--- src/rtl/cache_mshr.sv ---
// Single-entry miss-status holding register: critical-word-first refill from memory,
// victim line capture, and write-back of a dirty victim once the refill is complete.
module cache_mshr #(
    parameter int unsigned WORD_WIDTH        = 32,
    parameter int unsigned ADR_WIDTH         = 32,
    parameter int unsigned WORD_OFFSET_WIDTH = 2,
    parameter int unsigned BYTE_OFFSET_WIDTH = 2
) (
    input  logic                                                     clk,
    input  logic                                                     rst,
    input  logic                                                     miss_req_i,
    input  logic [ADR_WIDTH-1:0]                                     miss_adr_i,
    input  logic [ADR_WIDTH-WORD_OFFSET_WIDTH-BYTE_OFFSET_WIDTH-1:0] victim_adr_i,
    input  logic                                                     victim_dirty_i,
    input  logic                                                     victim_vld_i,
    input  logic [WORD_OFFSET_WIDTH-1:0]                             victim_word_i,
    input  logic [WORD_WIDTH-1:0]                                    victim_dat_i,
    output logic                                                     refill_vld_o,
    output logic [WORD_OFFSET_WIDTH-1:0]                             refill_word_o,
    output logic [WORD_WIDTH-1:0]                                    refill_dat_o,
    output logic                                                     busy_o,
    output logic                                                     done_o,
    output logic                                                     mem_req_o,
    output logic                                                     mem_rdwr_o,
    output logic [ADR_WIDTH-1:0]                                     mem_adr_o,
    output logic [WORD_WIDTH-1:0]                                    mem_dat_o,
    input  logic                                                     mem_ack_i,
    input  logic [WORD_WIDTH-1:0]                                    mem_dat_i
);

    localparam int unsigned OFF_WIDTH  = WORD_OFFSET_WIDTH + BYTE_OFFSET_WIDTH;
    localparam int unsigned LINE_WIDTH = ADR_WIDTH - OFF_WIDTH;
    localparam int unsigned WORD_NUM   = 2 ** WORD_OFFSET_WIDTH;

    typedef enum logic [2:0] {StIdle, StFetch, StWbWait, StWriteback, StDone} state_e;

    state_e                         state_q, state_d;
    logic [LINE_WIDTH-1:0]          line_q, line_d;
    logic [LINE_WIDTH-1:0]          vadr_q, vadr_d;
    logic [WORD_OFFSET_WIDTH-1:0]   crit_q, crit_d;
    logic [WORD_OFFSET_WIDTH-1:0]   beat_q, beat_d;
    logic                           dirty_q, dirty_d;
    logic [WORD_NUM-1:0]            mask_q, mask_d;
    logic [WORD_WIDTH-1:0]          vbuf_q [WORD_NUM];
    logic [WORD_WIDTH-1:0]          vbuf_d [WORD_NUM];

    logic                           refill_vld_q, refill_vld_d;
    logic [WORD_OFFSET_WIDTH-1:0]   refill_word_q, refill_word_d;
    logic [WORD_WIDTH-1:0]          refill_dat_q, refill_dat_d;
    logic                           busy_q, busy_d;
    logic                           done_q, done_d;
    logic                           mem_req_q, mem_req_d;
    logic                           mem_rdwr_q, mem_rdwr_d;
    logic [ADR_WIDTH-1:0]           mem_adr_q, mem_adr_d;
    logic [WORD_WIDTH-1:0]          mem_dat_q, mem_dat_d;

    logic                           ack;
    logic [WORD_OFFSET_WIDTH-1:0]   fetch_word;

    assign ack = mem_ack_i && mem_req_q;

    always_ff @(posedge clk) begin
        if (rst) begin
            state_q       <= StIdle;
            line_q        <= '0;
            vadr_q        <= '0;
            crit_q        <= '0;
            beat_q        <= '0;
            dirty_q       <= 1'b0;
            mask_q        <= '0;
            refill_vld_q  <= 1'b0;
            refill_word_q <= '0;
            refill_dat_q  <= '0;
            busy_q        <= 1'b0;
            done_q        <= 1'b0;
            mem_req_q     <= 1'b0;
            mem_rdwr_q    <= 1'b0;
            mem_adr_q     <= '0;
            mem_dat_q     <= '0;
        end else begin
            state_q       <= state_d;
            line_q        <= line_d;
            vadr_q        <= vadr_d;
            crit_q        <= crit_d;
            beat_q        <= beat_d;
            dirty_q       <= dirty_d;
            mask_q        <= mask_d;
            refill_vld_q  <= refill_vld_d;
            refill_word_q <= refill_word_d;
            refill_dat_q  <= refill_dat_d;
            busy_q        <= busy_d;
            done_q        <= done_d;
            mem_req_q     <= mem_req_d;
            mem_rdwr_q    <= mem_rdwr_d;
            mem_adr_q     <= mem_adr_d;
            mem_dat_q     <= mem_dat_d;
        end
    end

    // Victim data is qualified by mask_q, so the buffer itself needs no reset.
    always_ff @(posedge clk) begin
        for (int i = 0; i < WORD_NUM; i++) begin
            vbuf_q[i] <= vbuf_d[i];
        end
    end

    always_comb begin
        state_d = state_q;
        line_d  = line_q;
        vadr_d  = vadr_q;
        crit_d  = crit_q;
        beat_d  = beat_q;
        dirty_d = dirty_q;
        mask_d  = mask_q;
        vbuf_d  = vbuf_q;

        if (state_q != StIdle && victim_vld_i) begin
            vbuf_d[victim_word_i] = victim_dat_i;
            mask_d[victim_word_i] = 1'b1;
        end

        unique case (state_q)
            StIdle: begin
                // busy_q is still high during the done_o cycle; a miss there is dropped.
                if (miss_req_i && !busy_q) begin
                    line_d  = miss_adr_i[ADR_WIDTH-1:OFF_WIDTH];
                    crit_d  = miss_adr_i[OFF_WIDTH-1:BYTE_OFFSET_WIDTH];
                    vadr_d  = victim_adr_i;
                    dirty_d = victim_dirty_i;
                    mask_d  = '0;
                    beat_d  = '0;
                    state_d = StFetch;
                end
            end
            StFetch: begin
                if (ack) begin
                    beat_d = beat_q + 1'b1;
                    if (beat_q == '1) begin
                        if (!dirty_q)      state_d = StDone;
                        else if (&mask_d)  state_d = StWriteback;
                        else               state_d = StWbWait;
                    end
                end
            end
            StWbWait: begin
                if (&mask_d) state_d = StWriteback;
            end
            StWriteback: begin
                if (ack) begin
                    beat_d = beat_q + 1'b1;
                    if (beat_q == '1) state_d = StDone;
                end
            end
            StDone: begin
                state_d = StIdle;
            end
            default: begin
                state_d = StIdle;
            end
        endcase
    end

    assign fetch_word = crit_d + beat_d;

    // Outputs are registered: next values are derived from the next state.
    always_comb begin
        refill_vld_d  = (state_q == StFetch) && ack;
        refill_word_d = refill_vld_d ? crit_q + beat_q : '0;
        refill_dat_d  = refill_vld_d ? mem_dat_i : '0;
        busy_d        = (state_d != StIdle) || (state_q == StDone);
        done_d        = (state_q == StDone);
        mem_req_d     = (state_d == StFetch) || (state_d == StWriteback);
        mem_rdwr_d    = (state_d == StWriteback);
        mem_adr_d     = '0;
        mem_dat_d     = '0;
        if (state_d == StFetch) begin
            mem_adr_d = {line_d, fetch_word, {BYTE_OFFSET_WIDTH{1'b0}}};
        end else if (state_d == StWriteback) begin
            mem_adr_d = {vadr_d, beat_d, {BYTE_OFFSET_WIDTH{1'b0}}};
            // Hold write data while waiting, even if the victim word is rewritten.
            mem_dat_d = (state_q != StWriteback || ack) ? vbuf_d[beat_d] : mem_dat_q;
        end
    end

    assign refill_vld_o  = refill_vld_q;
    assign refill_word_o = refill_word_q;
    assign refill_dat_o  = refill_dat_q;
    assign busy_o        = busy_q;
    assign done_o        = done_q;
    assign mem_req_o     = mem_req_q;
    assign mem_rdwr_o    = mem_rdwr_q;
    assign mem_adr_o     = mem_adr_q;
    assign mem_dat_o     = mem_dat_q;

endmodule

--- config.mk ---
export PLATFORM = sky130hd
export DESIGN_NAME = cache_mshr
export DESIGN_NICKNAME = d
export VERILOG_FILES = /design/src/rtl/cache_mshr.sv
export SDC_FILE = /design/constraint.sdc
export NUM_CORES = 1
export LEC_CHECK = 0
export BUFFER_PORTS_ARGS = -buffer_cell sky130_fd_sc_hd__buf_2
export CORE_ASPECT_RATIO = 1.75
export CORE_MARGIN = 2
export CORE_UTILIZATION = 35
export DETAILED_ROUTE_END_ITERATION = 10
export GPL_ROUTABILITY_DRIVEN = 0
export HOLD_SLACK_MARGIN = 0.05
export SYNTH_ARGS = -nofsm -noshare
export SYNTH_HDL_FRONTEND = slang
export SYNTH_SLANG_ARGS = --single-unit
export TNS_END_PERCENT = 10
--- constraint.sdc ---
create_clock -name clk -period 5.32 [get_ports clk]
set_input_delay 1.33 -clock clk [delete_from_list [all_inputs] [get_ports clk]]
set_output_delay 1.33 -clock clk [all_outputs]
set_load 0.02 [all_outputs]
---- After elaboration in Yosys (flattened, before gate mapping) ----
Cells that the tools add are included.
storage, ports and cells
  bits of input ports ..................... 132
  register bits ........................... 299
operators by class
  equality and inequality tests ........... 8
  order comparisons ....................... 5
  reductions and logical operators ........ 19
  multiplexer cells ....................... 32
  add/subtract/negate cells ............... 3
  bitwise operators ....................... 5
operators by type and width
  kind                  count
  $mux W32              5
  $bwmux W128           1
  $mux W128             1
  $mux W28              4
  $bmux W32 S2          1
  $demux W32 S2         1
  $mux W3               7
  $mux W4               3
  $pmux W3 S4           1
  $eq A3 B2 Y1 const B  3
  $mux W2               4
  $eq A3 B1 Y1 const B  2
  $ge A3 B3 Y1 const B  2
  $logic_and A1 B1 Y1   6
  $not A2 Y3            2
  $reduce_bool A3 Y1    2
  $reduce_or A2 Y1      3
  $add A2 B2 Y2         2
  $or A4 B4 Y4          1
  $pmux W2 S2           1
  $reduce_and A4 Y1     1
  $eq A3 B3 Y1 const B  1
  $logic_not A3 Y1      1
  $logic_or A1 B1 Y1    3
  12 further kinds      14

---- Depth between registers and ports, before layout ----
  depth after elaboration ................. 15
  gate-level depth with buffers ........... 12
  gate-level depth less buffers ........... 9

---- Worst setup path after synthesis ----
OpenSTA, ideal clock, no wires.
  path kind ............................... input-to-reg
  start point ............................. input miss_req_i
  end point ............................... register mem_adr_q[3], in the netlist mem_adr_o[3]
  setup slack ............................. 2171 ps
  buffers on the path ..................... 2
  required time ........................... 5188 ps
  stages on the path ...................... 11
  arrival ................................. 3017 ps
  cell sequence ........................... nor2b_1 > nand2_1 > clkbuf_1 > clkbuf_1 > nand2_1 > nand2_1 > ha_1 > and3b_1 > nor3_1 > xnor2_1 > nor3_1
on the way
  elaborated cells on any way between the ends .. 12
  classes of those cells .................. 1 x add/sub; 2 x eq/ne; 8 x mux; 1 x reduce/logical
RTL lines
  what                  line  source
  from (decl)           11    input logic miss_req_i,
  $logic_and A1 B1 Y1   125   if (miss_req_i && !busy_q) begin
  $mux W2               125
  $mux W2               122   unique case (state_q)
  via crit_d[0]         40    logic [WORD_OFFSET_WIDTH-1:0] crit_q, crit_d;
  $add A2 B2 Y2         163   assign fetch_word = crit_d + beat_d;
  $mux W32              176   if (state_d == StFetch) begin
  to (signal assigned)  95    mem_adr_q <= mem_adr_d;
  to (decl)             54    logic [ADR_WIDTH-1:0] mem_adr_q, mem_adr_d;
The timed path passes the listed nets, and every way through them passes these cells.
A chain may end at the register's enable or synchronous reset.

---- Worst setup path after layout ----
  start point ............................. input victim_word_i[0]
  end point ............................... register mem_dat_q[6], in the netlist mem_dat_o[6]
on the way
  word-level cells in the longest chain between the ends .. 15
  elaborated cells on any way between the ends .. 29
  classes of those cells .................. 4 x order compare; 2 x eq/ne; 16 x mux; 3 x bitwise; 4 x reduce/logical
ends and longest elaborated chain
  what                                                                line      source
  from (decl)                                                         16        input logic [WORD_OFFSET_WIDTH-1:0] victim_word_i,
  $lt A2 B3 Y1 (implied by the code) or $ge A2 B1 Y1 (tied branches)  119       mask_d[victim_word_i] = 1'b1;
  $logic_and A1 B1 Y1 (implied by the code)                           119
  $mux W1 (implied by the code)                                       119
  $demux W1 S2                                                        119
  $or A4 B4 Y4 (no line)                                              --
  $mux W4                                                             117       if (state_q != StIdle && victim_vld_i) begin
  $reduce_and A4 Y1                                                   140, 146
  $mux W1                                                             140       else if (&mask_d) state_d = StWriteback;
  $mux W3                                                             139       if (!dirty_q) state_d = StDone;
  $mux W3                                                             138       if (beat_q == '1) begin
  $mux W3                                                             136       if (ack) begin
  $pmux W3 S4                                                         122
  $eq A3 B2 Y1                                                        178       end else if (state_d == StWriteback) begin
  $not A1 Y1 (no line)                                                --
  $reduce_or A3 Y1 (no line)                                          --
  to (signal assigned)                                                96        mem_dat_q <= mem_dat_d;
  to (decl)                                                           55        logic [WORD_WIDTH-1:0] mem_dat_q, mem_dat_d;
Several ways; a longest one is shown, not always the timed one. The select of a mux whose other input is x is not followed.

==> key figures <==
Routing
  • Post-route DRC: 0
  • Routed vias: 8134
  • Detailed-route wire length per cell: 17.2 um
  • Overall routed net length: 28500 um
  • Avg Vias per Cell: 4.89
  • Detailed router's first-iteration violation count: 235
  • Detailed-routing iteration count for the pre-antenna-repair pass: 6
  • Number of antenna-violating nets in the routed design: 0

Final layout
  • Filler cell count: 3138
  • Net count of the finished layout: 1376
  • Final standard cell area without fillers: 13700 um^2
  • Count of placed standard cells in the final layout, fillers left out: 1663
  • Synth-to-layout area growth: 21.2%
  • # diodes: 0
  • Ratio of cells with drive above 1 in the final layout: 39.7%

Status
  • Status: complete, no violations

Hold path
  • Path category of the worst min-delay check: flip-flop to flip-flop
  • Hold Crit Start: dirty_q
  • Destination of the worst hold path: dirty_q
  • Hold-critical path depth: 2

Yosys
  • Flip-flop cell with the highest count after synthesis: sky130_fd_sc_hd__dfxtp_1
  • Sequential fraction of the synthesis area: 52.6%
  • Post-synthesis share of cell area spent on full adders, half adders and majority gates: 0.332%
  • Simple-gate portion of the synthesized area: 10.5%
  • Post-synthesis instance total: 1041
  • Fraction of registers with async set or reset after synthesis: 0%
  • Top cell types by occurrence after synthesis: sky130_fd_sc_hd__dfxtp_1, sky130_fd_sc_hd__mux2_2, sky130_fd_sc_hd__nand2_1
  • Most common cell in the synthesized netlist: sky130_fd_sc_hd__dfxtp_1
  • Main combinational cell family by area after synthesis: multiplexers
  • Compound-cell area share of the yosys netlist: 13.1%
  • Post-synthesis cell type count: 48
  • Flip-flop and latch count after synthesis: 297
  • Post-synthesis instance area: 11300 um^2
  • Largest cells by area after synthesis: sky130_fd_sc_hd__dfxtp_1, sky130_fd_sc_hd__mux2_2, sky130_fd_sc_hd__a21oi_1, sky130_fd_sc_hd__nand2_1, sky130_fd_sc_hd__mux2_4
  • Number of enable flip-flop cells after synthesis: 0
  • Cell type contributing the most total cell area after synthesis: sky130_fd_sc_hd__dfxtp_1
  • Parity-gate share of the synthesized area counting xor and xnor cells: 0.387%
  • Multiplexer fraction of the synthesized cell area: 19.6%
  • Fraction of synthesized cell area taken by the top area cell type: 52.6%
  • Number of warnings issued by yosys: 0
  • Mean Syn Cell Area: 10.9 um^2

Floorplan
  • Starting density of the core: 35.4%
  • Core box area: 32000 um^2
  • Row count: 87
  • Boundary Pins: 235
  • Height of the die: 242 um
  • Die extent in x: 140 um
  • Die area: 33800 um^2

Worst setup path
  • Setup CP Type: input pin to flip-flop
  • End of the worst register-to-register path: mem_dat_o[6]
  • Required time at the endpoint of the critical path: 5.71 ns
  • Critical path capture point type: flip-flop
  • Worst reg-to-reg setup slack: 2.24 ns
  • Arrival @ worst endpoint: 3.71 ns
  • Length in cells of the worst reg-to-reg path: 7
  • Critical Path Fanout Max: 34
  • Worst reg2reg path startpoint: state_q[0]
  • Critical Path Source Type: input pin

Timing
  • Maximum operating frequency: 302 MHz
  • Worst rel slew slack: 26.7%
  • Worst-margin pin slew: 1.10 ns
  • Number of hold violations in the final report: 0
  • Unrepaired setup endpoints after global routing: false
  • Final Slew Violations: 0
  • Fin Hold WS: 0.453 ns
  • Final worst clock skew: 0.00984 ns
  • Fin crit share: 62.3%
  • Min Clock Period, post-route: 3.32 ns
  • Final setup fails: 0
  • Setup TNS: 0 ns

Placement
  • Total cell area at the placement stage: 12800 um^2
  • HPWL after detailed placement: 18600 um
  • Number of buffer cells added on primary ports: 230
  • Cell Count Post-Placement: 1610

CTS
  • Longest Clk Path Bufs: 3
  • Clock-pin slew on the worst setup and hold paths: 0.06 ns
  • Clock Root Buffer: sky130_fd_sc_hd__clkbuf_16
  • Number of setup buffers added after CTS: 0
  • Worst-skew pair later-pin latency: 0.55 ns
  • CTS tree: yes
  • PostCTS Resize Cnt: 0
  • Clk sinks: 297
  • Number of CTS-inserted buffers: 29
  • # hold bufs at CTS: 0
  • Count of H-tree levels built during CTS: 1

Run
  • MaxCap Viol Count: 0

Power
  • Leakage power: 5.91 nW
  • Cell Pwr Density: 408 nW/um^2
  • Post-layout power: 0.00560 W
  • Peak VDD IR: 0.000278 V

Global routing
  • Via count of the first global-routing pass: 8155
  • Pin count of the biggest net entering global routing: 60
  • Global Route Usage Sum: 16.4%
  • Total overflow reported by the global router: 0
  • First-pass GRT wire length: 44800 um
  • Number of antenna violations at the first check in global routing: 0
[worst max-delay path: stages]
cell	delay, ns
sky130_fd_sc_hd__buf_2	0.11
sky130_fd_sc_hd__mux2_2	0.33
sky130_fd_sc_hd__a32oi_1	0.21
sky130_fd_sc_hd__nor2_1	0.10
sky130_fd_sc_hd__a221oi_4	0.24
sky130_fd_sc_hd__buf_4	0.41
sky130_fd_sc_hd__nand2b_2	0.79
sky130_fd_sc_hd__nor3_1	0.15
[cell type report]
| cell class | count | area [um^2] | share of cell area, % |
|---|---|---|---|
| Sequential cell | 297 | 5950 | 43.3 |
| Multi-Input combinational cell | 665 | 5050 | 36.8 |
| Timing Repair Buffer | 245 | 1260 | 9.21 |
| Clock buffer | 38 | 800 | 5.83 |
| Tap cell | 400 | 500 | 3.65 |
| Clock inverter | 15 | 146 | 1.07 |
| Inverter | 3 | 11.3 | 0.0821 |
[where the power goes]
part | switching [W] | total [W] | internal, W | leakage [nW]
logic | 0.000359 | 0.000855 | 0.000496 | 3.00
clock network | 0.000878 | 0.00204 | 0.00116 | 0.463
registers | 0.000122 | 0.00271 | 0.00259 | 2.45
[worst max path at each step]
stage                     cells past startpoint  slack (ns)             to              from
final                                         8        2.00   mem_dat_o[6]  victim_word_i[0]
after global routing                          8        1.77  mem_dat_o[21]  victim_word_i[0]
after CTS                                     8        1.98   mem_dat_o[4]  victim_word_i[0]
after detailed placement                      8        1.38   mem_dat_o[4]  victim_word_i[0]
after global placement                        8        1.39   mem_dat_o[1]  victim_word_i[0]
after floorplan                              11        2.17   mem_adr_o[3]        miss_req_i
[routing by layer]
metal	track usage (%)	up-vias	wire length, um
met5	0	-	0
met4	4.56	0	503
met3	2.06	31	1090
met2	31.2	163	15300
met1	18.8	3913	11700
li1	-	4027	-
[cell families (layout without fill, tap and decap cells)]
logic type | after synthesis | in the layout
AO/OA/AOI/OAI | 204 | 204
XOR/XNOR | 5 | 5
adder cells (fa/ha/maj) | 3 | 3
buffers and inverters | 80 | 301
flip-flops | 297 | 297
multiplexers | 191 | 191
other | 1 | 2
AND/OR/NAND/NOR | 260 | 260
[flip-flops by register name (all words and copies together) (netlist names), 2 cells and up]
register / flops
vbuf_q: 128
mem_dat_o: 32
refill_dat_o: 32
mem_adr_o: 30
line_q: 28
vadr_q: 28
mask_q: 4
state_q: 3
beat_q: 2
crit_q: 2
refill_word_o: 2
[cell usage in the layout, fill, tap and decap left out, drive strengths merged, types with 3 or more instances in the layout]
| master | synthesis | final |
|---|---|---|
| dfxtp | 297 | 297 |
| buf | 40 | 245 |
| mux2 | 161 | 161 |
| nand2 | 125 | 125 |
| a21oi | 97 | 97 |
| nor3 | 42 | 42 |
| nor2 | 40 | 40 |
| clkbuf | 37 | 38 |
| and2 | 34 | 34 |
| o22a | 32 | 32 |
| o21bai | 32 | 32 |
| o22ai | 32 | 32 |
| mux2i | 30 | 30 |
| clkinv | 0 | 8 |
| nand3 | 5 | 5 |
| inv | 3 | 5 |
| nor2b | 4 | 4 |
| xnor2 | 4 | 4 |
| ha | 3 | 3 |
| clkinvlp | 0 | 3 |
| o21ai | 3 | 3 |
[stage by stage]
| stage | setup WS, ns | utilization, % |
|---|---|---|
| after global placement | 1.39 | 39.9 |
| after floorplan | 2.17 | - |
| final | 2.00 | 42.9 |
| after global routing | 1.77 | 42.9 |
| after CTS | 1.98 | 42.9 |
| after detailed placement | 1.38 | 39.9 |
Note: power is estimated with default switching activity, not from simulation.
